[src/rtl/fetch_unit.sv]
`default_nettype none
// +--------------------------------------------------------------------------+
// | fetch_unit : lx32 RV32I fetch stage - credit-gated imem requests, in-     |
// |              order responses into a DEPTH-entry FIFO toward decode, and   |
// |              redirect with discard of stale in-flight responses.          |
// | Optional   : LX32_FETCH_PERF_EN adds perf_bubble_cnt (decode starvation). |
// | Revision   : 1.0 - initial release                                        |
// +--------------------------------------------------------------------------+
module fetch_unit #(
  parameter logic [31:0] RESET_PC = 32'h0000_0000,
  parameter int          DEPTH    = 2
) (
  input  logic        clk,
  input  logic        rst_n,
  output logic        imem_req_valid,
  input  logic        imem_req_ready,
  output logic [31:0] imem_req_addr,
  input  logic        imem_rsp_valid,
  input  logic [31:0] imem_rsp_data,
  input  logic        redirect_valid,
  input  logic [31:0] redirect_pc,
  output logic        if_valid,
  input  logic        if_ready,
  output logic [31:0] if_instr,
  output logic [31:0] if_pc
`ifdef LX32_FETCH_PERF_EN
  ,
  output logic [31:0] perf_bubble_cnt
`endif
);

  localparam int          IW      = (DEPTH > 1) ? $clog2(DEPTH) : 1;
  localparam int          CW      = $clog2(DEPTH + 1);
  localparam logic [31:0] NOP     = 32'h0000_0013;
  localparam logic [CW:0] DEPTH_W = (CW + 1)'(DEPTH);
  localparam logic [IW-1:0] LAST  = IW'(DEPTH - 1);

  typedef enum logic [0:0] {
    RUN   = 1'b0,
    FLUSH = 1'b1
  } state_t;

  state_t          state;
  state_t          state_nxt;
  logic [31:0]     fetch_pc;
  logic [CW-1:0]   outstanding;
  logic [CW-1:0]   drop_cnt;
  logic [CW-1:0]   fifo_count;
  logic [IW-1:0]   pcq_wr;
  logic [IW-1:0]   pcq_rd;
  logic [IW-1:0]   fifo_wr;
  logic [IW-1:0]   fifo_rd;
  logic [31:0]     pcq       [DEPTH];
  logic [31:0]     fifo_pc   [DEPTH];
  logic [31:0]     fifo_ins  [DEPTH];

  logic            credit_ok;
  logic            req_fire;
  logic            rsp_any;
  logic            rsp_keep;
  logic            rsp_drop;
  logic            pop;
  logic [CW-1:0]   redirect_drop;
  logic            unused_redirect_lsb;

  function automatic logic [IW-1:0] ptr_inc(input logic [IW-1:0] p);
    return (p == LAST) ? '0 : p + 1'b1;
  endfunction

  assign unused_redirect_lsb = ^redirect_pc[1:0];

  assign credit_ok      = ({1'b0, outstanding} + {1'b0, fifo_count}) < DEPTH_W;
  assign imem_req_valid = rst_n && (state == RUN) && credit_ok && !redirect_valid;
  assign imem_req_addr  = fetch_pc;
  assign req_fire       = imem_req_valid && imem_req_ready;

  assign rsp_any  = imem_rsp_valid && (outstanding != '0);
  assign rsp_keep = rsp_any && (state == RUN) && !redirect_valid;
  assign rsp_drop = rsp_any && (state == FLUSH) && !redirect_valid;

  assign if_valid = (fifo_count != '0);
  assign if_instr = fifo_ins[fifo_rd];
  assign if_pc    = fifo_pc[fifo_rd];
  assign pop      = if_valid && if_ready && !redirect_valid;

  // A response landing in the redirect cycle is already accounted for, so it
  // is not counted among the stale ones still to come back.
  assign redirect_drop = rsp_any ? (outstanding - 1'b1) : outstanding;

  always_ff @(posedge clk or negedge rst_n) begin
    if (!rst_n) begin
      state <= RUN;
    end else begin
      state <= state_nxt;
    end
  end

  always_comb begin
    state_nxt = state;
    if (redirect_valid) begin
      state_nxt = (redirect_drop != '0) ? FLUSH : RUN;
    end else if (rsp_drop && (drop_cnt <= CW'(1))) begin
      state_nxt = RUN;
    end
  end

  always_ff @(posedge clk or negedge rst_n) begin
    if (!rst_n) begin
      fetch_pc    <= RESET_PC;
      outstanding <= '0;
      drop_cnt    <= '0;
    end else if (redirect_valid) begin
      fetch_pc    <= {redirect_pc[31:2], 2'b00};
      outstanding <= redirect_drop;
      drop_cnt    <= redirect_drop;
    end else begin
      if (req_fire) begin
        fetch_pc <= fetch_pc + 32'd4;
      end
      if (req_fire && !rsp_any) begin
        outstanding <= outstanding + 1'b1;
      end else if (!req_fire && rsp_any) begin
        outstanding <= outstanding - 1'b1;
      end
      if (rsp_drop && (drop_cnt != '0)) begin
        drop_cnt <= drop_cnt - 1'b1;
      end
    end
  end

  // PC queue: address of every accepted request, retired by kept responses.
  always_ff @(posedge clk or negedge rst_n) begin
    if (!rst_n) begin
      pcq_wr <= '0;
      pcq_rd <= '0;
      for (int i = 0; i < DEPTH; i++) begin
        pcq[i] <= RESET_PC;
      end
    end else if (redirect_valid) begin
      pcq_wr <= '0;
      pcq_rd <= '0;
    end else begin
      if (req_fire) begin
        pcq[pcq_wr] <= fetch_pc;
        pcq_wr      <= ptr_inc(pcq_wr);
      end
      if (rsp_keep) begin
        pcq_rd <= ptr_inc(pcq_rd);
      end
    end
  end

  // Entries reset to {RESET_PC, NOP} so an idle head presents a harmless NOP.
  always_ff @(posedge clk or negedge rst_n) begin
    if (!rst_n) begin
      fifo_wr    <= '0;
      fifo_rd    <= '0;
      fifo_count <= '0;
      for (int i = 0; i < DEPTH; i++) begin
        fifo_pc[i]  <= RESET_PC;
        fifo_ins[i] <= NOP;
      end
    end else if (redirect_valid) begin
      fifo_wr    <= '0;
      fifo_rd    <= '0;
      fifo_count <= '0;
    end else begin
      if (rsp_keep) begin
        fifo_pc[fifo_wr]  <= pcq[pcq_rd];
        fifo_ins[fifo_wr] <= imem_rsp_data;
        fifo_wr           <= ptr_inc(fifo_wr);
      end
      if (pop) begin
        fifo_rd <= ptr_inc(fifo_rd);
      end
      if (rsp_keep && !pop) begin
        fifo_count <= fifo_count + 1'b1;
      end else if (!rsp_keep && pop) begin
        fifo_count <= fifo_count - 1'b1;
      end
    end
  end

`ifdef LX32_FETCH_PERF_EN
  always_ff @(posedge clk or negedge rst_n) begin
    if (!rst_n) begin
      perf_bubble_cnt <= '0;
    end else if (if_ready && !if_valid && (perf_bubble_cnt != 32'hFFFF_FFFF)) begin
      perf_bubble_cnt <= perf_bubble_cnt + 32'd1;
    end
  end
`endif

  a_rsp_protocol : assert property (@(posedge clk) disable iff (!rst_n)
    imem_rsp_valid |-> ((outstanding != '0) &&
                        ((state == FLUSH) || redirect_valid || (fifo_count < CW'(DEPTH)))));

endmodule
`default_nettype wire

[config.mk]
export PLATFORM = sky130hd
export DESIGN_NAME = fetch_unit
export DESIGN_NICKNAME = d
export VERILOG_FILES = /design/src/rtl/fetch_unit.sv
export SDC_FILE = /design/constraint.sdc
export NUM_CORES = 1
export LEC_CHECK = 0
export ABC_AREA = 1
export ABC_CLOCK_PERIOD_IN_PS = 1700
export BUFFER_PORTS_ARGS = -buffer_cell sky130_fd_sc_hd__buf_2
export CORE_MARGIN = 1.5
export CORE_UTILIZATION = 52
export CTS_CLUSTER_SIZE = 14
export DETAILED_ROUTE_END_ITERATION = 8
export GPL_TIMING_DRIVEN = 0
export PLACE_DENSITY = 0.77
export SLEW_MARGIN = 40
export SYNTH_ARGS = -nofsm -noshare
export SYNTH_HDL_FRONTEND = slang
export SYNTH_SLANG_ARGS = --single-unit
[constraint.sdc]
create_clock -name clk -period 1.7 [get_ports clk]
set_input_delay 0.34 -clock clk [delete_from_list [all_inputs] [get_ports clk]]
set_output_delay 0.34 -clock clk [all_outputs]
set_load 0.01 [all_outputs]
* Word level (Yosys, flattened, before mapping) *
Index checks and enable logic that the tools add are counted.

storage, ports and cells
  flip-flop bits (word level) = 235
  bits of input ports = 70
  output and inout bits = 98
  logic and storage cells = 119

cells by class
  add/sub/neg operators = 11
  $lt $le $gt $ge = 8
  mux-type cells = 42
  bitwise operators = 6
  reductions and logical operators = 37

operator list
  cell                                                             number
  2-to-1 mux 32 bit                                                13
  bitwise mux 64 bit                                               3
  demux 32 bit (select 1 bit)                                      2
  adder 32 x 3 -> 32 bit (second input constant)                   1
  logical AND 1 bit                                                19
  2-to-1 mux 2 bit                                                 9
  nonzero test 2 bit                                               9
  2-to-1 mux 1 bit                                                 15
  >= comparator 2 bit (second input constant)                      4
  inverter 1 -> 2 bit                                              4
  nonzero test 3 bit                                               2
  subtractor 2 x 1 -> 2 bit (second input constant)                3
  zero test 1 bit                                                  5
  adder 1 bit (second input constant)                              4
  adder 2 x 1 -> 2 bit (second input constant)                     2
  < comparator 2 x 1 -> 1 bit (second input constant)              2
  AND reduction 2 bit                                              2
  adder 2 x 2 -> 3 bit                                             1
  < comparator 3 x 2 -> 1 bit (second input constant)              1
  less-or-equal comparator 2 x 1 -> 1 bit (second input constant)  1
  inverter 1 bit                                                   2

* Logic depth before layout (Yosys ltp) *
  depth in word-level cells = 10
  gate-level depth with buffers = 10
  gate-level depth less buffers = 10

* Least setup slack after synthesis *
Ideal clock, no wire load.

  path type = register to register
  start = reg fifo_count[0]
  end = reg pcq[51] (netlist bit)
  setup time = 0.127 ns
  data arrival time = 1.729 ns
  required time = 1.573 ns
  slack = -0.156 ns
  stages on the path, launching flop included = 11
  buffers on the path = 1
  clock period less this slack = 1.856 ns
  cells stage by stage = dfrtp_1 -> nand2_1 -> inv_1 -> fa_1 -> nor2_1 -> nand4_4 -> clkinv_2 -> nand2_2 -> buf_2 -> nand2_1 -> o21ai_0

between the ends
  word-level cells in the longest chain between the ends = 6

ends and longest elaborated chain
  item                            RTL line  source
  start, declared                 48        logic [CW-1:0] fifo_count;
  start signal, assigned          177       fifo_count <= fifo_count + 1'b1;
  start signal, assigned          179       fifo_count <= fifo_count - 1'b1;
  adder 2 x 2 -> 3 bit            72        assign credit_ok = ({1'b0, outstanding} + {1'b0, fifo_count}) < DEPTH_W;
  < comparator 3 x 2 -> 1 bit     72
  logical AND 1 bit (2 in a row)  73        assign imem_req_valid = rst_n && (state == RUN) && credit_ok && !redirect_valid;
  logical AND 1 bit               75        assign req_fire = imem_req_valid && imem_req_ready;
  AND reduction 2 bit (no line)   -
  end signal, assigned by index   144       pcq[pcq_wr] <= fetch_pc;
  end, declared                   53        logic [31:0] pcq [DEPTH];

No other way between the ends.
A chain may end at the register's enable or synchronous reset.

* Worst setup path after layout *
  start = reg fifo_count[0]
  end = reg pcq[47] (netlist bit)

The elaborated chain is that of the path after synthesis.

==> results by group <==
STA
  • Clock Skews: 0.0180 ns
  • Fmax: 0.410 GHz
  • Hold_ws: -0.385 ns
  • Final Slew Violations: 0
  • Clock period minus worst slack: 2.44 ns
  • Least-Margin Pin Slew: 0.692 ns
  • Final setup fails: 285
  • Period utilization: 143%
  • RSZ-0062 raised after global routing: yes
  • Setup TNS: -110.77 ns
  • Rel. slew slack: 53.9%
  • Setup ws final: -0.738 ns
  • Final Hold Vio Count: 156

Detailed routing
  • Detailed Route Iter0 Violations: 1653
  • Routed wire length: 47700 µm
  • Initial DRT Pass Iterations: 9
  • Routed WL per cell: 24.4 µm
  • Metal2 WL: 21900 µm
  • Top layer in use: met4
  • Post-route DRC: 0
  • Vias per cell: 6.26
  • DR vias: 12259
  • Detailed-routing wirelength on met1: 15600 µm
  • Post-route ant nets: 0
  • Routed length on met3: 6050 µm

Setup path
  • WP data arrival: 2.85 ns
  • Crit path launch type: flip-flop
  • Peak fanout along the critical path: 6
  • Slowest stage delay, CP: 0.49 ns
  • Cell Chain, Critical Path: nand2_1 > inv_1 > fa_1 > nor2_4 > buf_4 > buf_6 > nand4_4 > clkinv_8 > nand2_8 > buf_12 > buf_16 > nand2_2 > o21ai_1
  • CP bufs+invs: 6
  • Crit path max-delay family: buffers and inverters
  • Slowest-stage cell, CP: fa_1
  • Crit path capture type: flip-flop
  • CP Class: reg -> reg
  • Crit path required time: 2.11 ns

Yosys
  • Top cells by count, synth: nand2_1 (603), dfrtp_1 (219), inv_1 (128)
  • Distinct cell type count of the synthesized netlist: 34
  • Seq/Total Area, Yosys: 52.4%
  • Prevailing post-synth register cell: dfrtp_1
  • Avg Cell Area, Syn: 7.72 µm²
  • Yosys top cell area share: 51.0%
  • Post-synth top area cell: dfrtp_1
  • Cell Area, Synth: 0.0108 mm²
  • Most frequent cell after synthesis: nand2_1
  • Mapped Cells: 1393
  • Number of synthesized flops with an enable pin: 0
  • Ys async rst share: 100%
  • Area contributors post-synth: dfrtp_1 (51%), nand2_1 (21%), o21ai_0 (5.5%), inv_1 (4.5%), o21ai_1 (4.2%)
  • Syn. warnings: 0
  • Yosys reg bits: 225

Power and ir drop
  • PwrDens: 1670 mW/mm²
  • Lkg Pwr: 8.42 nW
  • Tot Pwr: 27.1 mW
  • Maximum VDD drop: 0.000925 V

CTS
  • Clk Latency, worst-skew pair: 0.55 ns
  • Clock Tree Root: clkbuf_16
  • CTS max path bufs: 3
  • Worst-path clk slew: 0.07 ns
  • # H-tree levels: 1
  • TritonCTS buffer count: 24
  • Clock Sinks: 225
  • TritonCTS clock tree: built

Floorplanning
  • # rows: 52
  • DIE AREA: 0.0216 mm²
  • IO Pins: 168
  • Core area: 0.0202 mm²
  • DIE HEIGHT: 147 µm
  • Initial core utilization: 53.2%
  • Die Wd: 147 µm

Cells and area
  • Share of cells above drive strength 1: 36.7%
  • Area Overhead vs Synth: 51.2%
  • Nets: 1745
  • Final core occ: 80.4%
  • Finished Cell Area: 0.0163 mm²

Placed design
  • Placed inst area: 0.0121 mm²
  • IO Port Bufs: 161
  • Setup slack at placement: -0.374 ns
  • DP HPWL: 19500 µm
  • Routability cong.: 0.909

Global route
  • Total track usage: 35.2%
  • Pin count of the biggest net entering global routing: 76
  • Vias in the first global route: 11281
  • First-pass GRT wire length: 59800 µm
  • Total gr overflow: 0
  • Initial antenna violation count: 1

Flow run
  • Max_cap viols: 0

Hold path
  • Hold WC Path Type: in -> async

Run status
  • Outcome: finished, violations left
  • Violated checks: hold timing, setup timing
## final cells by class
class | count | area, µm²
antenna | 1 | 2.50
buffer | 67 | 927
clock buffer | 33 | 726
clock inverter | 9 | 100
fill | 997 | 3970
inverter | 134 | 552
multi-input combinational | 968 | 5420
sequential | 225 | 5640
tap | 270 | 338
timing repair buffer | 250 | 2560
## per-stage QoR
stage          std cells  hold slack, ns
6_report            1957          -0.385
5_1_grt             1956          -0.393
4_1_cts             1940          -0.370
3_5_place_dp        1830           0.171
3_3_place_gp        1827           0.454
2_1_floorplan       1396          0.0444
## layout by cell type (no fill, tap or decap), types with 5 or more instances in the layout
master       n
nand2_1    471
inv_1      127
dfstp_2      6
buf_16      19
clkbuf_1    10
nand3_1     39
o21ai_1     93
nor2_2       7
nand3_2     10
buf_2      127
o21ai_0     38
nand2_4     60
o21ai_2     75
buf_12      12
o211ai_1     6
clkinv_2     5
dfrtp_1    218
o21ai_4     11
clkbuf_8    10
buf_6       68
buf_4       24
nor2_1      40
nor2_4       7
buf_8       30
xor2_1       7
clkbuf_16   48
nand2_2     73
## flip-flops by register name, indices dropped and copies added (netlist names)
signal and cells:
fifo_pc 60, outstanding 2, drop_cnt 2, fifo_count 2, imem_req_addr 30, pcq_wr 1
fifo_wr 1, fifo_rd 1, pcq_rd 1, state 1, pcq 60, fifo_ins 64
## path summary, 6_finish.rpt
check	from	cells past startpoint	slack (ns)	to
setup reg to reg	fifo_count[0]	13	-0.74	pcq[47]
hold / removal	rst_n	1	-0.38	imem_req_addr[31]
max in group asynchronous	rst_n	3	1.04	fifo_ins[36]
min in group clk	redirect_pc[13]	3	0	imem_req_addr[13]
hold reg to reg	fifo_ins[4]	2	0.49	fifo_ins[4]
setup / recovery	fifo_count[0]	13	-0.74	pcq[47]
## cells by family after synthesis
kind of cell / synth area share [%]
AOI/OAI and AO/OA: 11.2
xor gates and xnor gates: 0.814
adders and majority gates: 0.651
buffers and inverters: 8.35
DFF: 52.4
other: 0.0349
and+or+nand+nor: 26.6
## per-layer routing
layer / global-route usage, % / vias up
met5: 0 / -
li1: - / 4916
met3: 5.09 / 399
met4: 17.2 / 0
met2: 59.1 / 1208
met1: 44.8 / 5736
## where the power goes
group / internal (mW) / switching (mW) / leakage (nW)
Clock: 3.28 / 2.43 / 0.408
Combinational: 5.20 / 7.02 / 5.09
Sequential: 7.31 / 1.87 / 2.92
Total: 15.8 / 11.3 / 8.41
## repair_timing
item / CTS / global route
pin swaps: 31 / 17
hold endpoints to repair: 155 / 150
endpoints found under the setup margin: 281 / 282
gates resized for setup: 377 / 251
buffers inserted: 38 / 13
cloned: 31 / 8
Note: power is estimated with default switching activity, not from simulation.
